==> src/rtl/pipe_mux_if.sv <==
// pipe_mux_if: producer/consumer handshake bundle for pipe_mux.
// The slave modport is the mux itself; the master modport is the side
// that supplies candidate words and consumes the selected one.
interface pipe_mux_if #(
    parameter int WIDTH  = 16,
    parameter int NUM_IN = 4,
    parameter int SEL_W  = 2
);
    logic [NUM_IN*WIDTH-1:0] in_data;
    logic [SEL_W-1:0]        sel;
    logic                    in_valid;
    logic                    in_ready;
    logic [WIDTH-1:0]        out_data;
    logic                    out_valid;
    logic                    out_ready;

    modport master (
        output in_data, sel, in_valid, out_ready,
        input  in_ready, out_data, out_valid
    );

    modport slave (
        input  in_data, sel, in_valid, out_ready,
        output in_ready, out_data, out_valid
    );
endinterface

==> src/rtl/pipe_mux.sv <==
// pipe_mux: NUM_IN:1 word multiplexer feeding a 2-entry skid buffer.
// The selected word is registered, so there is no combinational path from
// the producer side to the consumer side, and in_ready depends only on the
// buffer occupancy. Sustains one word per cycle while out_ready is high.
// Optional build macro PIPE_MUX_SELCHK_EN adds a sticky sel_err output that
// flags any accepted transfer whose select is out of range.
module pipe_mux #(
    parameter int WIDTH  = 16,
    parameter int NUM_IN = 4,
    parameter int SEL_W  = 2
) (
    input  logic CLK,
    input  logic Reset,
`ifdef PIPE_MUX_SELCHK_EN
    output logic sel_err,
`endif
    pipe_mux_if.slave bus
);

    typedef enum logic [1:0] {
        EMPTY = 2'd0,
        ONE   = 2'd1,
        FULL  = 2'd2
    } count_t;

    count_t           count;
    logic [WIDTH-1:0] head_p1;
    logic [WIDTH-1:0] tail_p1;
    logic [WIDTH-1:0] word_p0;
    logic             push;
    logic             pop;

    // Out-of-range selects (possible when NUM_IN is not a power of two)
    // yield an all-zero word rather than aliasing onto a real input.
    function automatic logic [WIDTH-1:0] select_word(
        input logic [NUM_IN*WIDTH-1:0] data,
        input logic [SEL_W-1:0]        s
    );
        logic [WIDTH-1:0] w;
        w = '0;
        for (int i = 0; i < NUM_IN; i++) begin
            if (32'(s) == i) begin
                w = data[i*WIDTH +: WIDTH];
            end
        end
        return w;
    endfunction

    assign word_p0       = select_word(bus.in_data, bus.sel);
    assign push          = bus.in_valid & bus.in_ready;
    assign pop           = bus.out_valid & bus.out_ready;
    assign bus.in_ready  = (count != FULL);
    assign bus.out_valid = (count != EMPTY);
    assign bus.out_data  = head_p1;

    // Stage p0 -> p1: occupancy FSM and head/tail storage of the skid buffer.
    always_ff @(posedge CLK) begin
        if (Reset) begin
            count   <= EMPTY;
            head_p1 <= '0;
            tail_p1 <= '0;
        end else begin
            case (count)
                EMPTY: begin
                    if (push) begin
                        head_p1 <= word_p0;
                        count   <= ONE;
                    end
                end
                ONE: begin
                    if (push && pop) begin
                        head_p1 <= word_p0;
                    end else if (push) begin
                        tail_p1 <= word_p0;
                        count   <= FULL;
                    end else if (pop) begin
                        count   <= EMPTY;
                    end
                end
                FULL: begin
                    if (pop) begin
                        head_p1 <= tail_p1;
                        count   <= ONE;
                    end
                end
                default: begin
                    count <= EMPTY;
                end
            endcase
        end
    end

`ifdef PIPE_MUX_SELCHK_EN
    // Sticky flag for any accepted select outside 0..NUM_IN-1; only Reset clears it.
    always_ff @(posedge CLK) begin
        if (Reset) begin
            sel_err <= 1'b0;
        end else if (push && (32'(bus.sel) >= NUM_IN)) begin
            sel_err <= 1'b1;
        end
    end
`endif

endmodule

==> src/flat_wrapper.sv <==
// flat-port wrapper written by rule: the top's interface ports become plain ports
module pipe_mux_flat 
#(
    parameter int WIDTH  = 16,
    parameter int NUM_IN = 4,
    parameter int SEL_W  = 2
)
  (CLK, Reset, bus_in_data, bus_sel, bus_in_valid, bus_out_ready, bus_in_ready, bus_out_data, bus_out_valid);
  pipe_mux_if #(.WIDTH(WIDTH), .NUM_IN(NUM_IN), .SEL_W(SEL_W)) bus_i ();
  input  logic CLK;
  input  logic Reset;
  input wire logic [$bits(bus_i.in_data)-1:0] bus_in_data;
  input wire logic [$bits(bus_i.sel)-1:0] bus_sel;
  input wire logic [$bits(bus_i.in_valid)-1:0] bus_in_valid;
  input wire logic [$bits(bus_i.out_ready)-1:0] bus_out_ready;
  output wire logic [$bits(bus_i.in_ready)-1:0] bus_in_ready;
  output wire logic [$bits(bus_i.out_data)-1:0] bus_out_data;
  output wire logic [$bits(bus_i.out_valid)-1:0] bus_out_valid;
  assign bus_i.in_data = bus_in_data;
  assign bus_i.sel = bus_sel;
  assign bus_i.in_valid = bus_in_valid;
  assign bus_i.out_ready = bus_out_ready;
  assign bus_in_ready = bus_i.in_ready;
  assign bus_out_data = bus_i.out_data;
  assign bus_out_valid = bus_i.out_valid;
  pipe_mux #(.WIDTH(WIDTH), .NUM_IN(NUM_IN), .SEL_W(SEL_W)) u_core (.CLK(CLK), .Reset(Reset), .bus(bus_i));
endmodule
==> config.mk <==
export PLATFORM = sky130hd
export DESIGN_NAME = pipe_mux_flat
export DESIGN_NICKNAME = d
export VERILOG_FILES = /design/src/rtl/pipe_mux_if.sv /design/src/rtl/pipe_mux.sv /design/src/flat_wrapper.sv
export SDC_FILE = /design/constraint.sdc
export NUM_CORES = 1
export LEC_CHECK = 0
export CAP_MARGIN = 20
export CORE_MARGIN = 2
export CORE_UTILIZATION = 42
export DETAILED_ROUTE_END_ITERATION = 10
export GPL_TIMING_DRIVEN = 0
export MAX_ROUTING_LAYER = met4
export PLACE_DENSITY = 0.82
export SYNTH_ARGS = -nofsm -noshare
export SYNTH_HDL_FRONTEND = slang
export SYNTH_SLANG_ARGS = --single-unit
export TNS_END_PERCENT = 1
==> constraint.sdc <==
create_clock -name CLK -period 1.7 [get_ports CLK]
set_input_delay 0.17 -clock CLK [delete_from_list [all_inputs] [get_ports CLK]]
set_output_delay 0.17 -clock CLK [all_outputs]
set_load 0.02 [all_outputs]
==> results by group <==
Outcome
  – Status: finished clean

Timing
  – Slew HR: 55.1%
  – Period minus WS final: ~1.7 ns
  – Total negative slack: 0 ns
  – Clock skew: about 0.0052 ns
  – Final Hold Fails: 0
  – Final Cycle Share: 97.1%
  – RSZ-0062 raised after global routing: false
  – Maximum clock rate: roughly 610 MHz
  – Worst Tran Pin Value: 0.674 ns
  – Max-slew violations: 0
  – Setup violators final: 0

Detailed routing
  – Residual DRC: 0
  – Vias per cell: 5.55
  – 1st-iter DRT viols: 147
  – Initial DRT Pass Iterations: 4
  – DR WL/cell: 15.2 um
  – Total wire length: a little under 5000 um
  – Via count: approximately 1800
  – Final ANT Viol Nets: 0

Layout
  – Multi-input gate area: 0.00115 sq mm
  – Fillers: 358
  – # diodes: 0
  – Register area: 682 sq um
  – Nets: 340
  – Share of layout cells above drive strength 1: approximately 17%
  – Area grow syn2layout: 50.7%
  – Final Core Density: 66.6%
  – Fin cells: approximately 320

Synth
  – Average size of a mapped cell: 10.9 sq um
  – Post-synth top area cell: dfxtp_1
  – Post-synthesis sequential area ratio: 34.6%
  – Syn_nets: 250
  – Seq cells post-synth: 34
  – Synth top area share: 34.6%
  – Yosys cell types: 26
  – Most instantiated cells after synthesis: 34 x dfxtp_1, 34 x nand2_1, 23 x a211oi_1
  – Asr flop ratio synth: 0%
  – Yosys Warn Count: 0
  – Synth area leaders: dfxtp_1 35%, mux4_2 11%, a211oi_1 8.8%, mux2i_1 8.2%, mux4_1 8.0%
  – Synth Instances: 180
  – Mapped Area: 0.00196 sq mm
  – Post-synth top flop: dfxtp_1
  – Post-synth EDFFs: 0

Worst setup path
  – Crit start category: flip-flop
  – Crit path DAT: 1.48 ns
  – Worst EP required: 1.53 ns
  – Element type at the critical path end: output pin
  – Worst-path fanout max: 7
  – WS Path Type: reg -> out

Clock network
  – Root Buffer: clkbuf_8
  – Hold-fix buffers, CTS: 0
  – Clock sinks: 34
  – Clk buf depth: 2
  – Worst-Skew Late Latency: ~0.28 ns
  – Post-CTS Setup Bufs: 0
  – Post-CTS Resized: 3
  – CTS tree: built
  – H-tree depth: 2
  – Clock transition at path regs: roughly 0.070 ns
  – Total CTS buffers: 5

Global route
  – Antenna violations before repair: 0
  – GRT overflow: 0
  – Largest net degree at the start of global routing: 19
  – Global-route wire length before repair: 8100 um
  – GR Util All Layers: 20.4%
  – Vias in the first global route: 1679

Power and ir drop
  – Power per cell area: 724 mW/mm^2
  – Leak pwr: 0.00114 uW
  – Worst VDD drop: 0.350 mV
  – Total power draw: 2140 uW

Place
  – Post-DP HPWL: 3860 um
  – Buffers on Ports: 84
  – Dpl cells: 316
  – Final Wtd Congestion: 0.762

Floorplan
  – Initial Utilization: 44.2%
  – Die Y: about 72 um
  – Die width: 72.4 um
  – Die area: 0.00524 sq mm
  – I/O pins: between 80 and 90
  – Core area: approximately 0.0044 sq mm
  – # rows: 24

Job
  – Max-cap viol count: 0

Worst hold path
  – Worst hold path class: in -> reg
state kept, by name, summed over array words and instances, names as in the netlist:
name / flops
u_core.bus.out_data: 16
u_core.count: 2
u_core.tail_p1: 16
area by class of cell:
type / count / share of cell area (%)
clock buffers: 6 / 2.79
flip-flops and latches: 34 / 23.0
inverters: 1 / 0.127
plain buffers: 18 / 4.14
repair buffers: 84 / 28.4
well taps: 52 / 2.20
multi-input cells: 126 / 38.8
clock inverters: 2 / 0.423
report_power, final:
part           internal (uW)  total, uW  switching (uW)
Combinational            371        641             270
Clock                    325        616             291
Sequential               853        887            34.2
Total                   1550       2140             595
worst paths after layout:
check / startpoint / slack (ns) / cells past startpoint / end
max: u_core.count[0] / 0.05 / 2 / bus_out_valid
min: Reset / 0.29 / 2 / u_core.count[1]
max reg2reg: u_core.count[0] / 0.16 / 4 / u_core.bus.out_data[13]
min reg2reg: u_core.tail_p1[11] / 0.45 / 2 / u_core.tail_p1[11]
per-layer routing:
layer / vias to the layer above / global-route usage, % / wire length (um)
li1: 871 / - / -
met3: 8 / 3.19 / 268
met4: 0 / 7.41 / 62
met2: 74 / 30.9 / 2350
met1: 839 / 27.7 / 2240
met5: - / - / 0
cell families after synthesis:
| logic type | share of synthesized area [%] |
|---|---|
| AOI/OAI and AO/OA | 20.6 |
| and+or+nand+nor | 9.49 |
| DFF | 34.6 |
| muxes | 28.4 |
| buffers and inverters | 6.81 |
critical path, cell delays in order (launching register included):
cell and delay (ns):
dfxtp_1 0.36, or2_2 0.30, clkdlybuf4s50_1 0.53
per-stage QoR:
stage	hold slack, ns	worst slack [ns]	cell area, sq um
floorplan	0.248	0.298	1960
global placement	0.440	-0.0860	2870
finish	0.286	0.0498	2960
global route	0.319	0.0117	2960
detailed placement	0.446	-0.0812	2870
CTS	0.288	0.0417	2960
layout by cell type (no fill, tap or decap):
master,Yosys,layout
nand3b_1,1,1
clkdlybuf4s15_2,0,1
clkinv_1,1,1
a211oi_1,23,23
nand2b_1,1,1
or2_2,1,1
clkinv_2,0,1
dfxtp_1,34,33
mux2i_1,16,16
clkbuf_8,0,6
mux4_1,6,6
clkbuf_1,5,5
nand4bb_1,1,1
mux2_4,1,1
a21oi_1,17,17
a211oi_2,10,10
or3b_2,1,1
clkbuf_2,1,1
dfxtp_2,0,1
buf_1,1,1
buf_12,1,1
mux4_2,10,10
and3b_1,1,1
buf_6,4,4
a21o_4,1,1
nand2_1,34,34
clkdlybuf4s50_1,0,83
clkinvlp_4,0,1
buf_2,6,6
nor4bb_1,1,1
a21o_1,1,1
Note: power is estimated with default switching activity, not from simulation.
